--- config.mk ---
export PLATFORM = sky130hd
export DESIGN_NAME = sample_scheduler
export DESIGN_NICKNAME = d
export VERILOG_FILES = /design/src/rtl/sample_scheduler.sv
export SDC_FILE = /design/constraint.sdc
export NUM_CORES = 1
export LEC_CHECK = 0
export ABC_AREA = 0
export CAP_MARGIN = 40
export CORE_ASPECT_RATIO = 1.75
export CORE_MARGIN = 5
export CORE_UTILIZATION = 53
export CTS_CLUSTER_DIAMETER = 150
export DETAILED_ROUTE_END_ITERATION = 8
export GPL_TIMING_DRIVEN = 0
export PLACE_DENSITY_LB_ADDON = 0.1
export SLEW_MARGIN = 20
export SYNTH_ARGS = -nofsm -noshare
export SYNTH_HDL_FRONTEND = slang
export SYNTH_SLANG_ARGS = --single-unit
--- constraint.sdc ---
create_clock -name clk -period 2.31 [get_ports clk]
set_input_delay 0.3465 -clock clk [delete_from_list [all_inputs] [get_ports clk]]
set_output_delay 0.3465 -clock clk [all_outputs]
set_load 0.005 [all_outputs]
--- src/rtl/sample_scheduler.sv ---
// sample_scheduler: frame-based round-robin arbiter that grants one requester at a time,
// with completion, timeout and frame-overrun handling.
module sample_scheduler #(
    parameter int N       = 4,
    parameter int TIMEOUT = 200
) (
    input  logic         clk,
    input  logic         reset_n,
    input  logic         tick,
    input  logic [N-1:0] req,
    input  logic [N-1:0] done,
    output logic [N-1:0] grant,
    output logic         busy,
    output logic         ovr,
    output logic         tmo,
    output logic [7:0]   ovr_cnt
);
    localparam int W = $clog2(N);

    typedef enum logic [1:0] {IDLE, SCAN, BUSY} state_t;

    state_t       state;
    logic [N-1:0] pending, sel_hot, tick_req;
    logic [W-1:0] ptr, sel, cand;
    logic [7:0]   cnt;
    logic         found, overrun, finished;

    // Walk downward so the nearest index after ptr is the last one written.
    always_comb begin
        sel   = ptr;
        cand  = ptr;
        found = 1'b0;
        for (int i = N; i >= 1; i--) begin
            cand = W'((int'(ptr) + i) % N);
            if (pending[cand]) begin
                sel   = cand;
                found = 1'b1;
            end
        end
    end

    assign sel_hot  = N'(1) << sel;
    assign tick_req = tick ? req : '0;
    assign overrun  = tick && state != IDLE;
    assign finished = |(done & grant);
    assign busy     = state != IDLE;

    always_ff @(posedge clk or negedge reset_n) begin
        if (!reset_n) begin
            state   <= IDLE;
            pending <= '0;
            ptr     <= W'(N - 1);
            cnt     <= '0;
            grant   <= '0;
            ovr     <= 1'b0;
            tmo     <= 1'b0;
            ovr_cnt <= '0;
        end else begin
            ovr <= overrun;
            tmo <= 1'b0;
            if (overrun && ovr_cnt != 8'hff)
                ovr_cnt <= ovr_cnt + 8'd1;
            case (state)
                IDLE: begin
                    if (tick) begin
                        pending <= req;
                        state   <= SCAN;
                    end
                end
                SCAN: begin
                    if (found) begin
                        grant   <= sel_hot;
                        pending <= (pending | tick_req) & ~sel_hot;
                        ptr     <= sel;
                        cnt     <= '0;
                        state   <= BUSY;
                    end else begin
                        // An empty scan with a coincident tick restarts the frame.
                        pending <= tick_req;
                        state   <= tick ? SCAN : IDLE;
                    end
                end
                BUSY: begin
                    cnt     <= cnt + 8'd1;
                    pending <= pending | tick_req;
                    if (finished || cnt == 8'(TIMEOUT - 1)) begin
                        grant <= '0;
                        tmo   <= !finished;
                        state <= SCAN;
                    end
                end
                default: state <= IDLE;
            endcase
        end
    end
endmodule
==> results.md <==
- Slew of the pin with the lowest slew margin: 0.666 ns
- Buffer type at the clock tree root: sky130_fd_sc_hd__clkbuf_8
- Number of buffers added by the clock tree synthesis step: 5
- Insertion delay to the later sink of the worst-skew pair: 0.28 ns
- First drt pass iteration count: 4
- Share of the synthesized area in the top cell type: 0.406
- Category of the most critical setup path: reg -> reg
- Worst vdd rail ir drop: roughly 0.41 mV
- Routed via count: 1,529
- Number of standard-cell rows in the floorplan: 27
- Maximum clock path buffer count: 2
- Synthesis Warnings: 0
- Mean instance size in the synthesized netlist: 10.0 sq um
- Max-capacitance violation count: 0
- Headroom to the max-slew limit: 0.556
- Sequential cell area fraction in the yosys report: 0.436
- Syn Inst Count: about 170
- N_diodes: 0
- Port buffer count: 25
- Count of flip-flops with a built-in enable after synthesis: 0
- Number of nets at the end of the flow: 221
- Routed Wire Length: 4.12 mm
- List of most frequent post-synthesis cells: sky130_fd_sc_hd__dfrtp_1 (28), sky130_fd_sc_hd__nand2_1 (13), sky130_fd_sc_hd__o21ai_0 (12), sky130_fd_sc_hd__a22o_1 (11), sky130_fd_sc_hd__nor2_1 (10)
- CTS tree: built
- Final Max Slew Viols: 0
- Maximum operating frequency: 489 MHz
- # hold bufs at CTS: 0
- Fraction of layout instances using a drive strength above 1: 0.122
- Area of the mapped netlist: 1730 sq um
- Post-synth ARST share: 1.00
- RSZ-0062 raised after global routing: false
- Leakage dissipation: between 0.8 and 0.9 nW
- TritonCTS sink count: 30
- Number of buffers added for setup after CTS: 0
- GR Overflow Total: 0
- Core area: 3140 sq um
- Final sum of negative setup slack: 0 ns
- Most used standard cell by instance count after synthesis: sky130_fd_sc_hd__dfrtp_1
- Via count of the first global-routing pass: between 1,500 and 2,000
- Top FF cell, synth: sky130_fd_sc_hd__dfrtp_1
- Worst hold slack: 0.0950 ns
- Minimum clock period: 2.04 ns
- Initial antenna violation count: 0
- Hold Path Class: in -> async
- Floorplan die area: 4550 sq um
- Reg clk slew, reported paths: 0.07 ns
- Cell type with the highest aggregate area in the netlist: sky130_fd_sc_hd__dfrtp_1
- Die height: 85.5 um
- Residual DRC count: 0
- Crit start category: flip-flop
- Outcome: complete, no violations
- Post-synthesis sequential element count: 30
- Worst setup EP type: flip-flop
- Global-route wire length before repair: 6.66 mm
- Average via count per standard cell: 6.17
- Critical Path Fanout Max: 10
- Resized cells post-CTS: 0
- Number of failing hold endpoints at the final stage: 0
- Routed wire length per instance: 16.6 um
- Placer Congestion: 0.823
- I/O pin total: 26
- Data arrival time at the worst-slack endpoint: 2.25 ns
- Share of the clock period used by the worst path: 0.885
- Endpoint required time on the critical path: 2.51 ns
- Syn-to-layout area delta: 22.8%
- Die outline width: 53.2 um
- Unique cell type count in the Yosys netlist: 46
- CTS H-tree depth: 2
- Largest net degree at the start of global routing: 31
- Starting DRT DRC Count: 53
- Combined global-route utilization of all metal layers: 0.195
- Final antenna-violating net count: 0
- Initial Utilization: 0.550
- Top cells by area, synth: sky130_fd_sc_hd__dfrtp_1 (41%), sky130_fd_sc_hd__a22o_1 (5.6%), sky130_fd_sc_hd__ha_1 (4.3%)
- Net Count, Synth: between 150 and 200
- Hpwl dp: 3.17 mm
- Power Dens Cells: 656 nW/um^2
- Final clock skew: 0.00317 ns
- Final count of negative-setup-slack endpoints: 0
-- path summary, 6_finish.rpt --
| kind | startpoint | end | slack (ns) | depth (start not counted) |
|---|---|---|---|---|
| worst max-delay path | state[0]$_DFFE_PN0P_ | cnt[5]$_DFFE_PN0P_ | 0.27 | 7 |
| min in group clk | ptr[0]$_DFFE_PN1P_ | ptr[0]$_DFFE_PN1P_ | 0.53 | 2 |
| max in group asynchronous | reset_n | pending[2]$_DFFE_PN0P_ | 1.78 | 1 |
| worst max register to register | state[0]$_DFFE_PN0P_ | cnt[5]$_DFFE_PN0P_ | 0.27 | 7 |
| worst min register to register | ptr[0]$_DFFE_PN1P_ | ptr[0]$_DFFE_PN1P_ | 0.53 | 2 |
| worst min-delay path | reset_n | ovr_cnt[6]$_DFFE_PN0P_ | 0.1 | 1 |
-- placed cells by master, fill, tap and decap left out, drive strengths merged, types with 2 or more instances in the layout --
cell            n
nand4           5
nor2b           3
inv             6
a21oi           3
ha              6
clkdlybuf4s50  24
o32ai           4
nand2b          6
nand2          14
dfrtp          28
clkbuf         10
buf             4
o21ai          14
a21o            5
nor4            2
or3             2
a221oi          5
a22o           11
mux2            2
xnor2           6
dfstp           2
mux2i           3
nor2           10
nand3           7
or4             3
xor2            2
o31ai           3
-- power breakdown --
part | switching, mW | internal (mW)
Combinational | 0.0948 | 0.179
Clock | 0.199 | 0.239
Sequential | 0.0927 | 0.588
-- area by class of cell --
cell class              count  area [sq um]
plain buffers               7          31.3
flip-flops and latches     30           753
fillers                   258          1020
multi-input cells         129           921
clock buffers               6          82.6
well taps                  43          53.8
repair buffers             25           245
inverters                   6          22.5
clock inverters             2          12.5
-- metal layers --
layer	part of all wire	GRT usage	up-vias
li1	-	-	718
met1	0.37	0.201	764
met2	0.57	0.355	37
met3	0.035	0.0417	10
met4	0.026	0.0930	0
met5	0	0	-
-- stage by stage --
stage / cells / power, mW / area [sq um] / utilization / worst slack [ns]
global placement: 240 / 0.960 / 2030 / 0.647 / 0.287
finish: 248 / 1.39 / 2120 / 0.675 / 0.266
floorplan: 172 / 0.783 / 1730 / - / 0.508
CTS: 248 / 1.41 / 2120 / 0.675 / 0.271
detailed placement: 240 / 0.969 / 2030 / 0.645 / 0.272
global route: 248 / 1.46 / 2120 / 0.675 / 0.155
-- worst max-delay path, stage by stage (launching register included) --
cell	delay [ns]
sky130_fd_sc_hd__dfrtp_1	0.40
sky130_fd_sc_hd__inv_1	0.09
sky130_fd_sc_hd__ha_1	0.28
sky130_fd_sc_hd__clkbuf_2	0.20
sky130_fd_sc_hd__inv_1	0.08
sky130_fd_sc_hd__a21o_1	0.23
sky130_fd_sc_hd__or4_1	0.53
sky130_fd_sc_hd__a21oi_1	0.17
-- sequential cells by signal (all words and copies together), names as in the netlist --
signal and flops:
cnt 8, ovr_cnt 8, grant 4, pending 4, ptr 2, state 2
ovr 1, tmo 1
-- cells by family after synthesis --
| group | share of synthesized area |
|---|---|
| simple gates | 0.183 |
| xor+xnor | 0.0406 |
| fa+ha+maj | 0.0434 |
| compound gates | 0.235 |
| mux | 0.0304 |
| buf+inv | 0.0311 |
| flops | 0.436 |
No activity file was read; power rests on OpenSTA's default activity.
